[config.mk]
export PLATFORM = sky130hd
export DESIGN_NAME = router_input_distributor
export DESIGN_NICKNAME = d
export VERILOG_FILES = /design/src/rtl/router_input_distributor.sv
export SDC_FILE = /design/constraint.sdc
export NUM_CORES = 1
export LEC_CHECK = 0
export ABC_AREA = 1
export CAP_MARGIN = 20
export CORE_ASPECT_RATIO = 1.5
export CORE_MARGIN = 2
export CORE_UTILIZATION = 35
export DETAILED_ROUTE_END_ITERATION = 10
export GPL_TIMING_DRIVEN = 1
export MAX_ROUTING_LAYER = met4
export SLEW_MARGIN = 10
export SYNTH_ARGS = -nofsm -noshare
export SYNTH_HDL_FRONTEND = slang
export SYNTH_SLANG_ARGS = --single-unit
[constraint.sdc]
create_clock -name clk -period 4.85 [get_ports clk]
set_input_delay 0.97 -clock clk [delete_from_list [all_inputs] [get_ports clk]]
set_output_delay 0.97 -clock clk [all_outputs]
set_load 0.02 [all_outputs]
[src/rtl/router_input_distributor.sv]
// Input-port distributor: buffers single-flit packets, XY-routes the head packet
// and presents it on exactly one output lane until that lane's arbiter takes it.
`timescale 1ns/1ps
module router_input_distributor #(
  parameter int PL      = 32,
  parameter int REN     = 5,
  parameter int COORD_W = 2,
  parameter int X_POS   = 0,
  parameter int Y_POS   = 0,
  parameter int DEPTH   = 4
) (
  input  logic                     clk,
  input  logic                     rst_n,
  input  logic [0:PL-1]            in_data,
  output logic                     in_ready,
  output logic [0:REN*PL-1]        out_data,
  input  logic [REN-1:0]           out_ready,
  output logic [$clog2(DEPTH):0]   fill_count
);

  localparam int AW = $clog2(DEPTH);
  localparam int CW = AW + 1;
  localparam int LANE_LOCAL = 0;
  localparam int LANE_NORTH = 1;
  localparam int LANE_EAST  = 2;
  localparam int LANE_SOUTH = 3;
  localparam int LANE_WEST  = 4;
  localparam logic [COORD_W-1:0] X_C = COORD_W'(X_POS);
  localparam logic [COORD_W-1:0] Y_C = COORD_W'(Y_POS);

  logic [0:PL-1]        mem_r [DEPTH];
  logic [AW-1:0]        wr_ptr_r;
  logic [AW-1:0]        rd_ptr_r;
  logic [CW-1:0]        count_r;
  logic [0:PL-1]        head_s;
  logic [COORD_W-1:0]   dest_x_s;
  logic [COORD_W-1:0]   dest_y_s;
  logic [REN-1:0]       lane_sel_s;
  logic                 push_s;
  logic                 pop_s;
  logic                 not_empty_s;

  assign not_empty_s = (count_r != CW'(0));
  assign in_ready    = (count_r != CW'(DEPTH));
  assign push_s      = in_data[0] && in_ready;
  assign pop_s       = not_empty_s && ((out_ready & lane_sel_s) != REN'(0));
  assign head_s      = mem_r[rd_ptr_r];
  assign dest_x_s    = head_s[1:COORD_W];
  assign dest_y_s    = head_s[COORD_W+1:2*COORD_W];
  assign fill_count  = count_r;

  // Storage is deliberately left out of reset; only pointers and count define validity.
  always_ff @(posedge clk) begin
    if (push_s) begin
      mem_r[wr_ptr_r] <= in_data;
    end
  end

  // Pointer and occupancy bookkeeping; pointers wrap naturally since DEPTH is a power of 2.
  always_ff @(posedge clk or negedge rst_n) begin
    if (!rst_n) begin
      wr_ptr_r <= '0;
      rd_ptr_r <= '0;
      count_r  <= '0;
    end else begin
      if (push_s) begin
        wr_ptr_r <= wr_ptr_r + AW'(1);
      end
      if (pop_s) begin
        rd_ptr_r <= rd_ptr_r + AW'(1);
      end
      case ({push_s, pop_s})
        2'b10:   count_r <= count_r + CW'(1);
        2'b01:   count_r <= count_r - CW'(1);
        default: count_r <= count_r;
      endcase
    end
  end

  // XY dimension-order route of the head packet (X first), as a one-hot lane select.
  always_comb begin
    lane_sel_s = '0;
    if (dest_x_s > X_C) begin
      lane_sel_s[LANE_EAST] = 1'b1;
    end else if (dest_x_s < X_C) begin
      lane_sel_s[LANE_WEST] = 1'b1;
    end else if (dest_y_s > Y_C) begin
      lane_sel_s[LANE_SOUTH] = 1'b1;
    end else if (dest_y_s < Y_C) begin
      lane_sel_s[LANE_NORTH] = 1'b1;
    end else begin
      lane_sel_s[LANE_LOCAL] = 1'b1;
    end
  end

  // Steer the head packet verbatim onto its lane; every other lane stays zero.
  always_comb begin
    out_data = '0;
    for (int p = 0; p < REN; p++) begin
      if (not_empty_s && lane_sel_s[p]) begin
        out_data[p*PL +: PL] = head_s;
      end else begin
        out_data[p*PL +: PL] = '0;
      end
    end
  end

endmodule

==> results of run 1 <==
-- power groups by stage --
stage | Clock [mW] | Sequential (mW) | Combinational [mW]
floorplan | 0 | 1.65 | 1.88
CTS | 1.20 | 1.62 | 3.20
global placement | 0 | 1.64 | 3.07
global route | 1.25 | 1.64 | 3.41
detailed placement | 0 | 1.64 | 3.19
finish | 1.18 | 1.62 | 3.15
-- path summary, 6_finish.rpt --
path | end | startpoint | slack [ns]
max | out_data[90] | rd_ptr_r[0] | 0.54
min | fill_count[0] | fill_count[0] | 0.52
max reg2reg | fill_count[2] | rd_ptr_r[0] | 1.85
min reg2reg | fill_count[0] | fill_count[0] | 0.52
max in group asynchronous | rd_ptr_r[0] | rst_n | 3.75
min in group asynchronous | wr_ptr_r[1] | rst_n | 0.83
-- metrics by stage --
step                power, mW  cells  hold slack [ns]
finish                   5.95    903            0.524
global route             6.31    903            0.575
CTS                      6.02    903            0.529
global placement         4.71    867            0.516
floorplan                3.53    616            0.537
detailed placement       4.84    871            0.517
-- logic make-up (layout without fill, tap and decap cells) --
family	Yosys count	after routing	synth area share (%)
AOI/OAI and AO/OA	60	60	7.10
xor gates and xnor gates	3	3	0.424
adders and majority gates	6	6	1.33
buffers and inverters	112	186	11.7
DFF	135	135	64.8
other	1	70	0.0605
and+or+nand+nor	230	230	14.5
-- flip-flops by register name, indices dropped and copies added (netlist names) --
name        flops
fill_count      3
mem_r         128
wr_ptr_r        2
rd_ptr_r        2
-- layer usage --
metal	GRT usage (%)	share of wire, %	up-vias
met5	-	0	-
met4	6.42	2.2	0
met3	2.66	3.5	18
met2	29.1	56	140
met1	17.4	38	2087
li1	-	-	2016
-- worst register-to-register path: cells and delay by family (launching register included) --
kind,cells,cell delay (ns)
flops,1,0.36
simple gates,7,0.87
xor+xnor,1,0.15
fa+ha+maj,2,0.52
compound gates,2,0.26
buf+inv,3,0.72
-- layout make-up --
type | count | area, sq um | share of cell area, %
clock inverters | 14 | 126 | 1.57
clock buffers | 18 | 429 | 5.32
inverters | 14 | 52.6 | 0.651
multi-input cells | 369 | 1740 | 21.6
repair buffers | 140 | 1430 | 17.8
flip-flops and latches | 135 | 4020 | 49.8
well taps | 213 | 267 | 3.30
-- placed cells by master (no fill, tap or decap), drive strengths merged --
| cell type | count |
|---|---|
| clkdlybuf4s50 | 130 |
| edfxtp | 128 |
| nand2 | 118 |
| nor2 | 97 |
| conb | 70 |
| a21oi | 30 |
| a32o | 28 |
| clkbuf | 18 |
| inv | 17 |
| nand3 | 14 |
| buf | 10 |
| dfrtp | 7 |
| clkinv | 6 |
| ha | 5 |
| clkinvlp | 4 |
| o21ai | 2 |
| xnor2 | 2 |
| nor3 | 1 |
| xor2 | 1 |
| fa | 1 |
| bufinv | 1 |
==> summary.md, run 1 <==
| Metric | Value |
|---|---|
| Outcome | `finished clean` |
| Die Wd | `113 um` |
| Measured slew at the worst slew-check pin | `0.741 ns` |
| Leak Pwr | `3.00 nW` |
| Power Dens Cells | `737 mW/mm^2` |
| Hold Path Depth | `1` |
| IO Port Bufs | `130` |
| Max H-tree Level | `4` |
| Post-CTS Resized | `0` |
| Design area | `0.00807 sq mm` |
| Final ANT Viol Nets | `0` |
| CTS sink count | `135` |
| Post-route setup slack | `0.535 ns` |
| Synthesized area per cell | `11.3 sq um` |
| Critical path depth in cells | `9` |
| Maximum vdd drop | `0.000385 V` |
| Max incr delay on CP | `0.62 ns` |
| Largest area contributor in the netlist | `edfxtp_1` |
| Worst min path class | `reg -> reg` |
| Top area cells in the synthesized netlist | `edfxtp_1 (62%), buf_4 (8.6%), nand2_1 (7.0%), nor2_1 (5.8%), a32o_1 (4.5%)` |
| Flop pwr share | `27.2%` |
| Final Cycle Share | `89.0%` |
| I/O Pins | `203` |
| Largest net degree at the start of global routing | `66` |
| Fmax | `232 MHz` |
| Worst reg-to-reg path cell count | `15` |
| Area post-placement | `0.00752 sq mm` |
| DR DRC count | `0` |
| Vias per cell | `4.72` |
| Internal power | `3.48 mW` |
| WL/cell | `16.0 um` |
| Clock share of power | `19.9%` |
| Clock Skew | `0.00677 ns` |
| Clk pin slew, worst setup/hold paths | `0.05 ns` |
| Std-Cell Core Area | `0.0173 sq mm` |
| Slew HR | `50.5%` |
| CP startpoint kind | `flop` |
| Die H | `167 um` |
| Finished Core Util | `46.5%` |
| Worst path required time | `3.88 ns` |
| Sw Pwr | `2.47 mW` |
| Mapped Area | `0.00620 sq mm` |
| Cts hold-fix bufs | `0` |
| Row cnt | `59` |
| Post-synth EDFFs | `128` |
| Post-CTS Setup Bufs | `0` |
| Most used cell, CP | `nand2_1` |
| Ys Warns | `0` |
| Fin nets | `722` |
| Number of max-cap violations | `0` |
| Register area share after synthesis | `64.8%` |
| Slowest CP cell | `clkdlybuf4s50_1` |
| GRT Util Overall | `16.1%` |
| Initial antenna violation count | `0` |
| Die ar. | `0.0188 sq mm` |
| RSZ-0062 raised after global routing | `no` |
| Global-route wire length before repair | `22.5 mm` |
| Cell family with most CP delay | `buffers and inverters` |
| Most common library cells after synthesis | `edfxtp_1 (128), nand2_1 (115), nor2_1 (96), buf_4 (71), a21oi_1 (30)` |
| Hold Vio Cnt, Final | `0` |
| Synth top area share | `62.0%` |
| Most common cell in the netlist | `edfxtp_1` |
| Worst Path Buf+Inv | `3` |
| Setup Viol. Count Final | `0` |
| CP max FO | `65` |
| DR iter-0 viols | `203` |
| Final Critical Period | `4.31 ns` |
| Setup TNS | `0 ns` |
| Async SR Flop Fraction | `5.19%` |
| Layout cell share with drive strength beyond 1 | `7.39%` |
| Post-Synthesis Cells | `547` |
| Worst Path Arrival | `3.34 ns` |
| Switching Share | `41.6%` |
| CTS root buffer | `clkbuf_16` |
| Total grt overflow | `0` |
| Effective utilization at floorplan | `35.8%` |
| TritonCTS clock tree | `built` |
| Fillcell total | `1574` |
| Critical path endpoint category | `primary output` |
| Setup slack at placement | `0.909 ns` |
| Post-DP HPWL | `9.60 mm` |
| Max-slew violations | `0` |
| CTS max path bufs | `2` |
| Yosys reg bits | `135` |
| Post-synth cell types | `24` |
| Skew-Pair Late Insertion Delay | `0.41 ns` |
| Num CTS Buffers | `17` |
| Main synth FF type | `edfxtp_1` |
| Post-Route WL | `14.5 mm` |
| Vias | `4261` |
| Drt first pass iters | `4` |
| Diode count | `0` |
| Vias in the first global route | `4217` |
| Area grow syn2layout | `30.2%` |
| Worst-path cell chain | `buf_4 > nand2_1 > nand3_1 > nand2_1 > nand2_2 > nand2_1 > buf_4 > nor2_1 > clkdlybuf4s50_1` |
| CP Class | `reg -> out` |
| Final Wtd Congestion | `0.763` |
| Comb pwr share | `52.9%` |
(Power assumes the default switching activity.)
==> run 2: changes to the inputs <==
ABC_AREA = default   (was 1)
==> run 2 against run 1 <==
- synthesized area increased by 2.1%
- combinational power decreased by 9.5%
- sequential power grew 4%
- routed wire length is 12% lower
- global-route usage down 1.9 points
- flip-flop and latch count stayed put
- register-to-register slack better by 0.05 ns
- worst hold slack better by 0.038 ns
- clock power up 9%
- synthesized cell count fell by 29%
- critical endpoint is now out_data[123]
==> summary.md, run 2 <==
| Metric | Value |
|---|---|
| Die ar. | `0.0192 sq mm` |
| Synth top area share | `60.7%` |
| Post-CTS Resized | `0` |
| Clk pin slew, worst setup/hold paths | `0.06 ns` |
| Effective utilization at floorplan | `35.4%` |
| Outcome | `finished clean` |
| Largest area contributor in the netlist | `edfxtp_1` |
| CTS max path bufs | `2` |
| Total power | `5.81 mW` |
| Maximum vdd drop | `0.000539 V` |
| Post-synth EDFFs | `128` |
| Clock Skew | `0.00630 ns` |
| Total grt overflow | `0` |
| Most common library cells after synthesis | `edfxtp_1 (128), buf_4 (70), and2_1 (59), mux4_2 (32), nor2b_1 (28)` |
| Main synth FF type | `edfxtp_1` |
| Reg area | `0.00402 sq mm` |
| DR iter-0 viols | `52` |
| Setup slack at placement | `1.00 ns` |
| RSZ-0062 raised after global routing | `no` |
| Worst Path Arrival | `3.24 ns` |
| Ys Warns | `0` |
| Switching Share | `36.3%` |
| CP max FO | `28` |
| Critical path endpoint category | `primary output` |
| R2r startpoint | `rd_ptr_r[0]` |
| Top area cells in the synthesized netlist | `edfxtp_1 (61%), mux4_2 (11%), buf_4 (8.3%), and2_1 (5.8%), dfrtp_1 (2.8%)` |
| Post-DP HPWL | `8.45 mm` |
| Async SR Flop Fraction | `5.19%` |
| Final ANT Viol Nets | `0` |
| WL/cell | `16.9 um` |
| IO Port Bufs | `130` |
| Die Wd | `114 um` |
| Reg-to-reg critical path endpoint | `fill_count[2]` |
| Vias per cell | `4.53` |
| # placed instances | `725` |
| Commonest non-fill, non-tap cell in the layout | `clkdlybuf4s50_1` |
| Row cnt | `60` |
| DR DRC count | `0` |
| GRT Util Overall | `14.2%` |
| Worst reg-to-reg path cell count | `9` |
| Setup TNS | `0 ns` |
| Synthesized area per cell | `16.2 sq um` |
| Max-slew violations | `0` |
| Reg with most FFs | `mem_r` |
| Crit path from | `rd_ptr_r[0]` |
| Skew-Pair Late Insertion Delay | `0.41 ns` |
| Die H | `169 um` |
| Design area | `0.00820 sq mm` |
| Comb pwr share | `49.0%` |
| CP startpoint kind | `flop` |
| Finished Core Util | `45.9%` |
| Initial antenna violation count | `0` |
| Final Wtd Congestion | `0.706` |
| CTS root buffer | `clkbuf_16` |
| Fmax | `238 MHz` |
| Clock share of power | `22.1%` |
| Fillcell total | `1591` |
| R2r setup slk | `1.90 ns` |
| Layout cell share with drive strength beyond 1 | `15.0%` |
| Largest net degree at the start of global routing | `33` |
| Hold Vio Cnt, Final | `0` |
| Most common cell in the netlist | `edfxtp_1` |
| Std-Cell Core Area | `0.0179 sq mm` |
| CP endpoint | `out_data[123]` |
| Flop pwr share | `28.9%` |
| Power Dens Cells | `710 mW/mm^2` |
| Slew HR | `37.2%` |
| Worst path required time | `3.88 ns` |
| Most frequent cells in the layout | `clkdlybuf4s50_1 (130), edfxtp_1 (128), conb_1 (70)` |
| Fin nets | `572` |
| Post-Synthesis Cells | `390` |
| Global-route wire length before repair | `19.6 mm` |
| Internal power | `3.70 mW` |
| TritonCTS clock tree | `built` |
| WHS | `0.562 ns` |
| Non-filler cells, final | `757` |
| Num CTS Buffers | `17` |
| Post-CTS Setup Bufs | `0` |
| Vias | `3432` |
| Worst min path class | `reg -> reg` |
| Area grow syn2layout | `29.5%` |
| Drt first pass iters | `4` |
| Max H-tree Level | `4` |
| Post-Route WL | `12.8 mm` |
| CTS sink count | `135` |
| Diode count | `0` |
| Post-synth cell types | `34` |
| Post-route setup slack | `0.642 ns` |
| Mapped Area | `0.00633 sq mm` |
| Footprint of the multi-input gates | `0.00194 sq mm` |
| Area post-placement | `0.00759 sq mm` |
| Max FFs per register | `128` |
| Yosys reg bits | `135` |
| Register area share after synthesis | `63.5%` |
| Cts hold-fix bufs | `0` |
| Setup Viol. Count Final | `0` |
| Final Critical Period | `4.21 ns` |
| CP Class | `reg -> out` |
| I/O Pins | `203` |
| Final Cycle Share | `86.8%` |
| Measured slew at the worst slew-check pin | `0.943 ns` |
| Number of max-cap violations | `0` |
| Sw Pwr | `2.11 mW` |
| Leak Pwr | `2.87 nW` |
| Vias in the first global route | `3565` |
run 2: cell families after synthesis:
| logic type | after synthesis | share of synthesized area [%] |
|---|---|---|
| and+or+nand+nor | 109 | 11.4 |
| xor gates and xnor gates | 6 | 0.830 |
| DFF | 135 | 63.5 |
| AOI/OAI and AO/OA | 4 | 0.455 |
| muxes | 39 | 12.5 |
| adders and majority gates | 6 | 1.30 |
| buffers and inverters | 90 | 9.96 |
| other | 1 | 0.0592 |
run 2: worst min-delay path by stage:
| stage | from | endpoint | slack [ns] | cells after the start |
|---|---|---|---|---|
| 2_1_floorplan | wr_ptr_r[1] | wr_ptr_r[1] | 0.58 | 2 |
| 3_3_place_gp | fill_count[2] | fill_count[2] | 0.53 | 1 |
| 3_5_place_dp | fill_count[2] | fill_count[2] | 0.55 | 1 |
| 4_1_cts | fill_count[2] | fill_count[2] | 0.56 | 1 |
| 5_1_grt | fill_count[2] | fill_count[2] | 0.58 | 1 |
| 6_report | fill_count[2] | fill_count[2] | 0.56 | 1 |
run 2: layer usage:
layer	routed length, um	GRT usage, %
met1	4880	15.6
met2	7040	24.8
met3	631	2.94
met4	246	5.99
met5	0	-
run 2: worst max-delay path: stages (launching register included):
cell and delay [ns]:
dfrtp_2 0.66, mux4_2 0.65, nor2_8 0.23, nand2_4 0.10
nor2_8 0.37, and2_1 0.19, clkdlybuf4s50_1 0.61
run 2: cell type report:
| class | instances | share of cell area (%) |
|---|---|---|
| sequential | 135 | 49.1 |
| inverter | 6 | 0.275 |
| tap | 217 | 3.31 |
| clock buffer | 18 | 5.24 |
| multi-input combinational | 234 | 23.7 |
| clock inverter | 14 | 2.14 |
| timing repair buffer | 133 | 16.2 |
run 2: power by group through the flow:
stage	combinational, mW	sequential [mW]	clock [mW]
after floorplan	1.82	1.64	0
after global placement	2.83	1.69	0
after detailed placement	2.90	1.71	0
after CTS	2.91	1.69	1.31
after global routing	3.05	1.71	1.36
final	2.85	1.68	1.29
==> run 3: changes to the inputs <==
PLACE_DENSITY_LB_ADDON = 0.2   (was default)
==> run 3 against run 2 <==
- cell count is the same
- flip-flop and latch count is the same
- largest power group unchanged
- highest routed layer unchanged
- die area is the same
==> summary.md, run 3 (same netlist as run 2, synthesis figures left out) <==
| Metric | Value |
|---|---|
| Outcome | `finished clean` |
| Initial antenna violation count | `0` |
| Max-slew violations | `0` |
| Switching Share | `36.8%` |
| Final Wtd Congestion | `0.707` |
| Leak Pwr | `2.85 nW` |
| Comb pwr share | `49.2%` |
| Diode count | `0` |
| DR DRC count | `0` |
| Post-CTS Resized | `0` |
| Post-Route WL | `12.8 mm` |
| Global-route wire length before repair | `19.4 mm` |
| CP startpoint kind | `flop` |
| Reg-to-reg critical path endpoint | `fill_count[2]` |
| Final Critical Period | `4.25 ns` |
| Die Wd | `114 um` |
| Fin nets | `572` |
| Vias in the first global route | `3569` |
| Slowest CP cell | `dfrtp_2` |
| CTS sink count | `135` |
| Num CTS Buffers | `17` |
| Measured slew at the worst slew-check pin | `0.939 ns` |
| Worst path required time | `3.88 ns` |
| Std-Cell Core Area | `0.0179 sq mm` |
| Clock Skew | `0.00629 ns` |
| Vias per cell | `4.61` |
| RSZ-0062 raised after global routing | `no` |
| Final ANT Viol Nets | `0` |
| Clk pin slew, worst setup/hold paths | `0.06 ns` |
| Sw Pwr | `2.12 mW` |
| Hold Path Depth | `1` |
| Setup Viol. Count Final | `0` |
| WL/cell | `16.9 um` |
| IO Port Bufs | `130` |
| I/O Pins | `203` |
| Cell family with most CP delay | `simple AND/OR/NAND/NOR gates` |
| Worst Hold End | `fill_count[0]` |
| Hold wc startpoint | `fill_count[0]` |
| CTS max path bufs | `2` |
| Skew-Pair Late Insertion Delay | `0.41 ns` |
| Setup slack at placement | `0.951 ns` |
| Post-CTS Setup Bufs | `0` |
| Max H-tree Level | `4` |
| Flop pwr share | `29.4%` |
| Reg with most FFs | `mem_r` |
| Worst Path Arrival | `3.28 ns` |
| Slew HR | `37.4%` |
| Max incr delay on CP | `0.70 ns` |
| Number of max-cap violations | `0` |
| Post-route setup slack | `0.597 ns` |
| TritonCTS clock tree | `built` |
| Clock share of power | `21.5%` |
| Setup TNS | `0 ns` |
| Post-DP HPWL | `8.20 mm` |
| WHS | `0.549 ns` |
| Hold Vio Cnt, Final | `0` |
| DR iter-0 viols | `109` |
| Total grt overflow | `0` |
| Largest net degree at the start of global routing | `33` |
| CTS root buffer | `clkbuf_16` |
| Critical path endpoint category | `primary output` |
| Fmax | `235 MHz` |
| Layout cell share with drive strength beyond 1 | `15.2%` |
| R2r setup slk | `1.94 ns` |
| Die H | `169 um` |
| Row cnt | `60` |
| CP max FO | `28` |
| Max FFs per register | `128` |
| Area grow syn2layout | `29.0%` |
| Internal power | `3.64 mW` |
| Maximum vdd drop | `0.000489 V` |
| CP Class | `reg -> out` |
| Cts hold-fix bufs | `0` |
| Worst Path Buf+Inv | `1` |
| Effective utilization at floorplan | `35.4%` |
| R2r startpoint | `rd_ptr_r[0]` |
| Vias | `3486` |
| Most used cell, CP | `nor2_8` |
| Worst reg-to-reg path cell count | `9` |
| Die ar. | `0.0192 sq mm` |
| Commonest non-fill, non-tap cell in the layout | `clkdlybuf4s50_1` |
| Most frequent cells in the layout | `clkdlybuf4s50_1 (130), edfxtp_1 (128), conb_1 (70)` |
| Drt first pass iters | `4` |
| Total power | `5.75 mW` |
| Worst min path class | `reg -> reg` |
| Final Cycle Share | `87.7%` |
| Worst-path cell chain | `mux4_2 > nor2_8 > nand2_4 > nor2_8 > and2_1 > clkdlybuf4s50_1` |
| GRT Util Overall | `14.0%` |
| Power Dens Cells | `705 mW/mm^2` |
[run 3: cell types whose count changed in the layout (fill, tap and decap cells not counted)]
cell and delta:
buf_4 +1, buf_8 -1, inv_6 -1, clkbuf_1 -1
clkinv_2 +1, clkinvlp_4 +2, bufinv_16 -1
[run 3: power by group through the flow]
stage,Clock [mW],Combinational (mW),Sequential [mW]
4_1_cts,1.26,2.89,1.70
6_report,1.24,2.83,1.69
2_1_floorplan,0,1.82,1.64
5_1_grt,1.30,3.03,1.72
3_5_place_dp,0,2.88,1.72
3_3_place_gp,0,2.84,1.71
[run 3: worst max path at each step]
stage / end / from / cells past startpoint / slack [ns]
floorplan: out_data[11] / rd_ptr_r[0] / 6 / 1.97
global placement: out_data[110] / rd_ptr_r[0] / 6 / 0.98
detailed placement: out_data[123] / rd_ptr_r[0] / 6 / 0.95
CTS: out_data[101] / rd_ptr_r[0] / 6 / 0.50
global route: out_data[19] / rd_ptr_r[0] / 5 / 0.35
finish: out_data[104] / rd_ptr_r[0] / 6 / 0.60
[run 3: layer usage]
metal	track usage [%]	share of wire, %
met4	4.98	1.1
met5	-	0
met3	2.90	4.4
met1	16.1	40
met2	24.4	54
[run 3: stage by stage]
stage	instances	util (%)	instance area [sq um]
after floorplan	459	-	6590
after global placement	725	42.4	7580
after detailed placement	725	42.4	7580
after CTS	757	45.7	8170
after global routing	757	45.7	8170
final	757	45.7	8170
[run 3: cell type report]
type	count	area [sq um]
clock buffer	17	425
clock inverter	15	156
fill	1595	9700
inverter	6	22.5
timing repair buffer	133	1320
multi-input combinational	234	1940
tap	217	272
sequential	135	4020
